--- src/rtl/accel_pkg.sv ---
// Shared definitions for the accelerator bus logic: cycle states, defaults,
// speed encoding and small helpers.
package accel_pkg;

  typedef enum logic [2:0] {
    S_IDLE = 3'd0,
    S_WAIT = 3'd1,
    S_ACK  = 3'd2,
    S_EXT  = 3'd3,
    S_ERR  = 3'd4
  } state_e;

  localparam int DEF_NUM_REGIONS    = 4;
  localparam int DEF_WS_WIDTH       = 3;
  localparam int DEF_TIMEOUT_CYCLES = 255;

  localparam logic SPEED_7M  = 1'b1;
  localparam logic SPEED_14M = 1'b0;

  // Index width that stays at least one bit for single-entry vectors.
  function automatic int idx_width(input int n);
    return (n > 1) ? $clog2(n) : 1;
  endfunction

endpackage

--- src/rtl/cycle_term_if.sv ---
// Bus-side signal bundle of the cycle terminator: CPU strobes, decoder hits,
// wait-state configuration, DMA handshake and the termination outputs.
interface cycle_term_if
  import accel_pkg::*;
#(
  parameter int NUM_REGIONS = DEF_NUM_REGIONS,
  parameter int WS_WIDTH    = DEF_WS_WIDTH
);
  localparam int AW = idx_width(NUM_REGIONS);

  logic                            AS_CPU_n;
  logic                            DS_n;
  logic [NUM_REGIONS-1:0]          REGION_HIT;
  logic [NUM_REGIONS*WS_WIDTH-1:0] WS_CFG;
  logic                            DTACK_MB_n;
  logic                            SPEED_REQ;
  logic                            BG_n;
  logic                            FAST_DTACK_n;
  logic                            BERR_n;
  logic                            CPU_SPEED;
  logic                            DMAREQ_n;
  logic [AW-1:0]                   ACTIVE_REGION;

  modport slave (
    input  AS_CPU_n, DS_n, REGION_HIT, WS_CFG, DTACK_MB_n, SPEED_REQ, BG_n,
    output FAST_DTACK_n, BERR_n, CPU_SPEED, DMAREQ_n, ACTIVE_REGION
  );

  modport master (
    output AS_CPU_n, DS_n, REGION_HIT, WS_CFG, DTACK_MB_n, SPEED_REQ, BG_n,
    input  FAST_DTACK_n, BERR_n, CPU_SPEED, DMAREQ_n, ACTIVE_REGION
  );

endinterface

--- src/rtl/prio_enc.sv ---
// Lowest-index-wins priority encoder with a valid flag; shared by decoders.
module prio_enc #(
  parameter int N = 4,
  parameter int W = 2
) (
  input  logic [N-1:0] req,
  output logic [W-1:0] idx,
  output logic         valid
);

  always_comb begin
    idx   = '0;
    valid = 1'b0;
    // Scan downwards so the lowest set bit is the last one written.
    for (int i = N - 1; i >= 0; i--) begin
      if (req[i]) begin
        idx   = W'(i);
        valid = 1'b1;
      end
    end
  end

endmodule

--- src/rtl/cycle_term.sv ---
// 68000 bus-cycle terminator: per-region wait states, bus-error timeout for
// unclaimed cycles, idle-window CPU speed switching and DMA request handshake.
module cycle_term
  import accel_pkg::*;
#(
  parameter int NUM_REGIONS    = DEF_NUM_REGIONS,
  parameter int WS_WIDTH       = DEF_WS_WIDTH,
  parameter int TIMEOUT_CYCLES = DEF_TIMEOUT_CYCLES
) (
  input  logic         C14M,
  input  logic         RESET_n,
  cycle_term_if.slave  bus
);

  localparam int AW = idx_width(NUM_REGIONS);
  localparam int TW = $clog2(TIMEOUT_CYCLES + 1);

  localparam logic [2:0] ST_IDLE = S_IDLE;
  localparam logic [2:0] ST_WAIT = S_WAIT;
  localparam logic [2:0] ST_ACK  = S_ACK;
  localparam logic [2:0] ST_EXT  = S_EXT;
  localparam logic [2:0] ST_ERR  = S_ERR;

  localparam logic [TW-1:0]       TCNT_LAST = TW'(TIMEOUT_CYCLES - 1);
  localparam logic [TW-1:0]       TCNT_MAX  = TW'(TIMEOUT_CYCLES);
  localparam logic [WS_WIDTH-1:0] CNT_ONE   = WS_WIDTH'(1);

  logic [2:0]          state_reg, state_next;
  logic [WS_WIDTH-1:0] cnt_reg, cnt_next;
  logic [TW-1:0]       tcnt_reg, tcnt_next;
  logic [AW-1:0]       region_reg, region_next;
  logic                claimed_reg, claimed_next;
  logic                fast_dtack_n_reg;
  logic                berr_n_reg;
  logic                dmareq_n_reg;
  logic                cpu_speed_reg;
  logic                sync1_reg, sync2_reg;

  logic [AW-1:0]       hit_idx;
  logic                hit_valid;
  logic                cycle_start;
  logic [WS_WIDTH-1:0] ws_arr [NUM_REGIONS];

  genvar gi;
  generate
    for (gi = 0; gi < NUM_REGIONS; gi++) begin : g_ws
      assign ws_arr[gi] = bus.WS_CFG[gi*WS_WIDTH +: WS_WIDTH];
    end
  endgenerate

  prio_enc #(
    .N (NUM_REGIONS),
    .W (AW)
  ) u_prio_enc (
    .req   (bus.REGION_HIT),
    .idx   (hit_idx),
    .valid (hit_valid)
  );

  // A granted DMA master owns the bus, so no new CPU cycle may begin.
  assign cycle_start = (state_reg == ST_IDLE) && !bus.AS_CPU_n && !bus.DS_n
                       && dmareq_n_reg;

  always_comb begin
    state_next   = state_reg;
    cnt_next     = cnt_reg;
    tcnt_next    = tcnt_reg;
    region_next  = region_reg;
    claimed_next = claimed_reg;
    if (state_reg != ST_IDLE && bus.AS_CPU_n) begin
      state_next = ST_IDLE;
    end else begin
      case (state_reg)
        ST_IDLE: begin
          if (cycle_start) begin
            if (hit_valid) begin
              region_next = hit_idx;
              cnt_next    = ws_arr[hit_idx];
              state_next  = (ws_arr[hit_idx] == '0) ? ST_ACK : ST_WAIT;
            end else begin
              tcnt_next    = '0;
              claimed_next = 1'b0;
              state_next   = ST_EXT;
            end
          end
        end
        ST_WAIT: begin
          cnt_next = cnt_reg - CNT_ONE;
          if (cnt_reg <= CNT_ONE) state_next = ST_ACK;
        end
        ST_EXT: begin
          if (tcnt_reg != TCNT_MAX) tcnt_next = tcnt_reg + 1'b1;
          // Once the motherboard claims the cycle the timeout is disarmed.
          if (!bus.DTACK_MB_n) claimed_next = 1'b1;
          else if (!claimed_reg && tcnt_reg >= TCNT_LAST) state_next = ST_ERR;
        end
        ST_ACK, ST_ERR: ;
        default: state_next = ST_IDLE;
      endcase
    end
  end

  always_ff @(posedge C14M or negedge RESET_n) begin
    if (!RESET_n) begin
      state_reg        <= ST_IDLE;
      cnt_reg          <= '0;
      tcnt_reg         <= '0;
      region_reg       <= '0;
      claimed_reg      <= 1'b0;
      fast_dtack_n_reg <= 1'b1;
      berr_n_reg       <= 1'b1;
      dmareq_n_reg     <= 1'b1;
      cpu_speed_reg    <= SPEED_7M;
      sync1_reg        <= SPEED_7M;
      sync2_reg        <= SPEED_7M;
    end else begin
      state_reg        <= state_next;
      cnt_reg          <= cnt_next;
      tcnt_reg         <= tcnt_next;
      region_reg       <= region_next;
      claimed_reg      <= claimed_next;
      fast_dtack_n_reg <= !(state_reg == ST_ACK && !bus.AS_CPU_n);
      berr_n_reg       <= !(state_next == ST_ERR);
      sync1_reg        <= bus.SPEED_REQ;
      sync2_reg        <= sync1_reg;
      // Speed only switches between cycles so CLKCPU never glitches mid-cycle.
      if (state_reg == ST_IDLE && bus.AS_CPU_n) cpu_speed_reg <= sync2_reg;
      if (bus.BG_n) dmareq_n_reg <= 1'b1;
      else if (state_reg == ST_IDLE && bus.AS_CPU_n) dmareq_n_reg <= 1'b0;
    end
  end

  assign bus.FAST_DTACK_n  = fast_dtack_n_reg;
  assign bus.BERR_n        = berr_n_reg;
  assign bus.CPU_SPEED     = cpu_speed_reg;
  assign bus.DMAREQ_n      = dmareq_n_reg;
  assign bus.ACTIVE_REGION = region_reg;

endmodule

--- src/flat_wrapper.sv ---
// flat-port wrapper written by rule: the top's interface ports become plain ports
module cycle_term_flat import accel_pkg::*;
#(
  parameter int NUM_REGIONS    = DEF_NUM_REGIONS,
  parameter int WS_WIDTH       = DEF_WS_WIDTH,
  parameter int TIMEOUT_CYCLES = DEF_TIMEOUT_CYCLES
)
  (C14M, RESET_n, bus_AS_CPU_n, bus_DS_n, bus_REGION_HIT, bus_WS_CFG, bus_DTACK_MB_n, bus_SPEED_REQ, bus_BG_n, bus_FAST_DTACK_n, bus_BERR_n, bus_CPU_SPEED, bus_DMAREQ_n, bus_ACTIVE_REGION);
  cycle_term_if #(.NUM_REGIONS(NUM_REGIONS), .WS_WIDTH(WS_WIDTH)) bus_i ();
  input  logic C14M;
  input  logic RESET_n;
  input wire logic [$bits(bus_i.AS_CPU_n)-1:0] bus_AS_CPU_n;
  input wire logic [$bits(bus_i.DS_n)-1:0] bus_DS_n;
  input wire logic [$bits(bus_i.REGION_HIT)-1:0] bus_REGION_HIT;
  input wire logic [$bits(bus_i.WS_CFG)-1:0] bus_WS_CFG;
  input wire logic [$bits(bus_i.DTACK_MB_n)-1:0] bus_DTACK_MB_n;
  input wire logic [$bits(bus_i.SPEED_REQ)-1:0] bus_SPEED_REQ;
  input wire logic [$bits(bus_i.BG_n)-1:0] bus_BG_n;
  output wire logic [$bits(bus_i.FAST_DTACK_n)-1:0] bus_FAST_DTACK_n;
  output wire logic [$bits(bus_i.BERR_n)-1:0] bus_BERR_n;
  output wire logic [$bits(bus_i.CPU_SPEED)-1:0] bus_CPU_SPEED;
  output wire logic [$bits(bus_i.DMAREQ_n)-1:0] bus_DMAREQ_n;
  output wire logic [$bits(bus_i.ACTIVE_REGION)-1:0] bus_ACTIVE_REGION;
  assign bus_i.AS_CPU_n = bus_AS_CPU_n;
  assign bus_i.DS_n = bus_DS_n;
  assign bus_i.REGION_HIT = bus_REGION_HIT;
  assign bus_i.WS_CFG = bus_WS_CFG;
  assign bus_i.DTACK_MB_n = bus_DTACK_MB_n;
  assign bus_i.SPEED_REQ = bus_SPEED_REQ;
  assign bus_i.BG_n = bus_BG_n;
  assign bus_FAST_DTACK_n = bus_i.FAST_DTACK_n;
  assign bus_BERR_n = bus_i.BERR_n;
  assign bus_CPU_SPEED = bus_i.CPU_SPEED;
  assign bus_DMAREQ_n = bus_i.DMAREQ_n;
  assign bus_ACTIVE_REGION = bus_i.ACTIVE_REGION;
  cycle_term #(.NUM_REGIONS(NUM_REGIONS), .WS_WIDTH(WS_WIDTH), .TIMEOUT_CYCLES(TIMEOUT_CYCLES)) u_core (.C14M(C14M), .RESET_n(RESET_n), .bus(bus_i));
endmodule
--- config.mk ---
export PLATFORM = sky130hd
export DESIGN_NAME = cycle_term_flat
export DESIGN_NICKNAME = d
export VERILOG_FILES = /design/src/rtl/accel_pkg.sv /design/src/rtl/cycle_term_if.sv /design/src/rtl/prio_enc.sv /design/src/rtl/cycle_term.sv /design/src/flat_wrapper.sv
export SDC_FILE = /design/constraint.sdc
export NUM_CORES = 1
export LEC_CHECK = 0
export BUFFER_PORTS_ARGS = -buffer_cell sky130_fd_sc_hd__buf_2
export CELL_PAD_IN_SITES_DETAIL_PLACEMENT = 1
export CELL_PAD_IN_SITES_GLOBAL_PLACEMENT = 2
export CORE_ASPECT_RATIO = 0.8
export CORE_MARGIN = 4
export CORE_UTILIZATION = 33
export DETAILED_ROUTE_END_ITERATION = 10
export PLACE_DENSITY_LB_ADDON = 0.2
export SLEW_MARGIN = 20
export SYNTH_ARGS = -nofsm -noshare
export SYNTH_HDL_FRONTEND = slang
export SYNTH_HIERARCHICAL = 1
export SYNTH_SLANG_ARGS = --single-unit
--- constraint.sdc ---
create_clock -name C14M -period 2.54 [get_ports C14M]
set_input_delay 0.508 -clock C14M [delete_from_list [all_inputs] [get_ports C14M]]
set_output_delay 0.508 -clock C14M [all_outputs]
set_load 0.05 [all_outputs]
**Word-level counts from Yosys, hierarchy flattened**

Cells that the tools add are included.

- Register bits: 23
- Input bits: 23
- Word-level logic and storage cells: 84

- $add $sub $neg: 2
- Magnitude comparators: 3
- Equality and inequality tests: 11
- Muxes and demuxes: 32
- Bitwise gates (word level): 2
- Reductions and logical operators: 23

Operator list:

| kind | count |
|---|---|
| $mux 3 | 10 |
| $mux 8 | 3 |
| $pmux 8 s2 | 1 |
| $pmux 3 s4 | 1 |
| $mux 2 | 5 |
| $reduce_and 5->1 | 2 |
| $mux 1 | 9 |
| $add 8x1->8 const B | 1 |
| $ge 8x8->1 const B | 1 |
| $ne 8x8->1 const B | 1 |
| $reduce_and 4->1 | 2 |
| $logic_and 1x1->1 | 7 |
| $bmux 3 s2 | 1 |
| $eq 3x2->1 const B | 2 |
| $eq 3x3->1 const B | 2 |
| $logic_not 3->1 | 2 |
| $ne 2x1->1 const B | 3 |
| $pmux 3 s2 | 1 |
| $reduce_bool 2->1 | 3 |
| $logic_not 1->1 | 5 |
| $ne 2x2->1 const B | 2 |
| $eq 3x1->1 const B | 1 |
| $ge 3x3->1 const B | 1 |
| $le 3x1->1 const B | 1 |
| 6 further kinds | 6 |

**Logic depth before layout (Yosys ltp)**

- Depth after elaboration: 16
- Mapped depth: 7

**Cells and area by module**

The synthesis kept the hierarchy.

Modules (own cells, without submodules):

| module | times used | cells each | area each (sq um) |
|---|---|---|---|
| cycle_term | 1 | 134 | 1,345.0 |
| prio_enc | 1 | 7 | 35.0 |

**Least setup slack after synthesis**

OpenSTA, ideal clock, no wires.

- Path kind: input port to flip-flop
- From: input bus_REGION_HIT[2]
- To: register u_core.tcnt_reg[3]
- Setup time: 0.078 ns
- Arrival: 2.016 ns
- Required time: 2.462 ns
- Slack: 0.446 ns
- Stages: 6
- Path buffers: 0
- Cell sequence: nor2_1 nand2_1 or3_1 a221o_1 or4_1 a21boi_1

- Word-level cells in the longest chain between the ends: 5

RTL lines:

| item | RTL line | text |
|---|---|---|
| from (decl) | flat_wrapper.sv:14 | `input wire logic [$bits(bus_i.REGION_HIT)-1:0] bus_REGION_HIT;` |
| $mux 1 (3 in a row) | prio_enc.sv:16 | `if (req[i]) begin` |
| named net u_core.hit_valid | cycle_term.sv:40 | `logic hit_valid;` |
| $ne 2x2->1 (no source line) | -- |  |
| $reduce_and 5->1 (no source line) | -- |  |
| to (signal assigned) | cycle_term.sv:119 | `tcnt_reg <= tcnt_next;` |
| to (decl) | cycle_term.sv:30 | `logic [TW-1:0] tcnt_reg, tcnt_next;` |

The timed path passes the listed nets, and every way through them passes these cells.
A chain may end at the register's enable or synchronous reset.

**Worst setup path in the final report**

Ends and elaborated chain as after synthesis.

==> flow_metrics.py <==
metrics = {
    "placed_design": {
        "dp_hpwl_mm": 2.89,
        "numPortBuffers": 28,
        "gp_congestion": 0.786,
        "pre_cts_slack_ps": 71.0,
    },
    "sta": {
        "finalCritPeriodShare_pct": 87.5,
        "maxSlewViolCount": 0,
        "tightest_slew_ps": 706,
        "clock_skew_ps": 7.38,
        "setup_viol": 0,
        "fin_crit_ps": 2220,
        "finalSetupTns_ps": 0,
        "max_slew_margin_pct": 52.4,
        "rsz0062_at_grt": "no",
        "fin_ws_ps": 318,
        "hold_viol": 0,
        "worst_hold_slack_ps": 217,
        "fmax_mhz": 450,
    },
    "synthesis": {
        "ys.flop_type": "dfrtp_1",
        "synth-edff-count": 0,
        "synth_seq_cells": 23,
        "synthCells": 141,
        "synth_top_family_by_area": "simple AND/OR/NAND/NOR gates",
        "avgSynthCellArea_um2": 9.79,
        "synthSimpleGateAreaFrac_pct": 24.7,
        "syn-num-nets": 168,
        "synth_top_area_share_pct": 30.8,
        "yosys-top-cells-area": "dfrtp_1 31%, dfstp_2 11%, mux4_2 4.9%",
        "yosys_warnings": 6,
        "synth_compound_area_share_pct": 17.8,
        "synth_area_um2": 1380,
        "async_reset_ff_share_pct": 100,
        "synth.most_common_cell": "dfrtp_1",
        "synthMuxAreaShare_pct": 8.07,
        "ys_seq_area_share_pct": 42.2,
        "synth_top_area_cell": "dfrtp_1",
        "ys_types": 45,
        "synth_xor_area_share_pct": 0,
        "yosys-top-cells-count": "17 x dfrtp_1, 15 x nor2_1, 9 x nand2_1",
        "synthAdderAreaFrac_pct": 3.63,
    },
    "final_layout": {
        "area_delta_synth_final_pct": 17.8,
        "final_net_count": 199,
        "utilization_pct": 41.6,
        "largest_reg_flops": 8,
        "diodes": 0,
        "final_layout_size_suffix_gt1_share_pct": 29.2,
    },
    "grt": {
        "antenna_found_initial": 0,
        "grt_use_met2_pct": 23.9,
        "grt_pass1_vias": 1255,
        "grtUsageMet3_pct": 3.41,
        "grt_pass1_wl_mm": 6.20,
        "overflow": 0,
        "grt.busiest_layer": "met2",
        "gr-usage-met1_pct": 21.5,
        "grt_max_degree": 24,
        "grt_usage_pct": 15.1,
    },
    "status": {
        "status": "finished clean",
    },
    "routing": {
        "ant_nets": 0,
        "route.detailed.drc": 0,
        "wirelength_mm": 3.65,
        "wl_per_cell_um": 16.1,
        "vias": 1236,
        "drtPass1Iterations": 4,
        "drt-initial-drc-count": 99,
        "via_per_inst": 5.47,
    },
    "power_and_ir_drop": {
        "power_mw": 1.33,
        "power.internal_mw": 0.790,
        "leakage_nw": 0.693,
        "ir_worst_vdd_mv": 0.585,
        "pwr-share-clk_pct": 16.8,
        "p_sw_share_pct": 40.6,
        "powerDensity_nw_per_um2": 819,
        "p_seq_share_pct": 45.8,
        "netSwitchingPower_mw": 0.541,
        "p_comb_share_pct": 37.4,
    },
    "clocking": {
        "cts_tree": "done",
        "clock_latency_ps": 260,
        "holdBufCountCts": 0,
        "clk_pin_slew_ps": 80,
        "cts_resized": 0,
        "cts_inserted_buffers": 3,
        "clock_sinks": 23,
        "postCtsSetupBuffers": 0,
        "clockRootBuffer": "clkbuf_8",
        "clock_path_buffers": 2,
        "htreeDepth": 1,
    },
    "floorplan": {
        "ioPinCount": 29,
        "rows": 20,
        "dieArea_um2": 5290,
        "die_w_um": 80.3,
        "coreArea_um2": 3900,
        "die_h_um": 65.8,
        "floorplan.initialDensity_pct": 35.4,
    },
    "worst_setup_path": {
        "cp-end-kind": "flop",
        "cp.arrival_ps": 2400,
        "required_ps": 2720,
        "worstSetupPathType": "in -> reg",
        "crit_fanout": 8,
        "start_kind": "input pin",
    },
    "worst_hold_path": {
        "worstHoldPathType": "in -> async",
    },
    "job": {
        "maxCapViolations": 0,
    },
}
## power by group through the flow
stage                     registers (mW)  logic [mW]  clock network [mW]
after detailed placement           0.612       0.498                   0
after CTS                          0.606       0.501               0.236
after global routing               0.632       0.553               0.247
final                              0.609       0.498               0.223
after global placement             0.603       0.483                   0
after floorplan                    0.659       0.308                   0
## per-layer routing
| metal | share of wire [%] | up-vias |
|---|---|---|
| met5 | 0 | - |
| met4 | 1.3 | 0 |
| li1 | - | 595 |
| met2 | 45 | 31 |
| met3 | 4.3 | 6 |
| met1 | 49 | 604 |
## metrics by stage
stage / cells / cell area (um^2)
2_1_floorplan: 141 / 1380
3_5_place_dp: 222 / 1580
3_3_place_gp: 222 / 1580
5_1_grt: 226 / 1630
6_report: 226 / 1630
4_1_cts: 226 / 1630
## worst max-delay path, stage by stage
cell and delay [ps]:
buf_2 110, nor2_1 150, nand2_1 140, or3_1 350
a221o_1 410, or4_1 540, a21boi_1 180
## cell type report
| cell class | instances | area (um^2) |
|---|---|---|
| inverter | 7 | 26.3 |
| clock buffer | 4 | 45.0 |
| tap | 55 | 68.8 |
| sequential | 23 | 583 |
| timing repair buffer | 30 | 155 |
| multi-input combinational | 107 | 747 |
| fill | 479 | 2280 |
## worst paths after layout
kind / cells after the start / end / from / slack, ps
min in group C14M: 1 / u_core/sync1_reg / bus_SPEED_REQ / 340
min reg2reg: 0 / u_core/sync2_reg / u_core/sync1_reg / 360
min: 1 / u_core/cnt_reg[0] / RESET_n / 220
max reg2reg: 4 / u_core/tcnt_reg[3] / u_core/state_reg[1] / 400
max in group asynchronous: 1 / u_core/bus.CPU_SPEED / RESET_n / 1950
max: 7 / u_core/tcnt_reg[3] / bus_REGION_HIT[2] / 320
## logic make-up after synthesis
group	count (synthesis)
AO/OA/AOI/OAI	34
adder cells (fa/ha/maj)	4
buffers and inverters	11
flip-flops	23
multiplexers	7
AND/OR/NAND/NOR	62
## placed cells by master (no fill, tap or decap), types with 3 or more instances in the layout
master	Yosys	routed
nand2_1	9	9
mux4_2	3	3
inv_1	7	7
nand3_1	6	6
nor3_1	5	5
o21ai_0	7	7
o31ai_1	5	5
ha_1	4	4
buf_2	1	28
a21oi_1	3	3
dfstp_2	6	6
or4_1	4	4
dfrtp_1	17	17
nand3b_1	3	3
nor2_1	15	15
mux2_2	3	3
a21boi_1	3	3
nand4_1	3	3
clkbuf_8	0	3
nand2b_1	4	4
(Power assumes the default switching activity.)
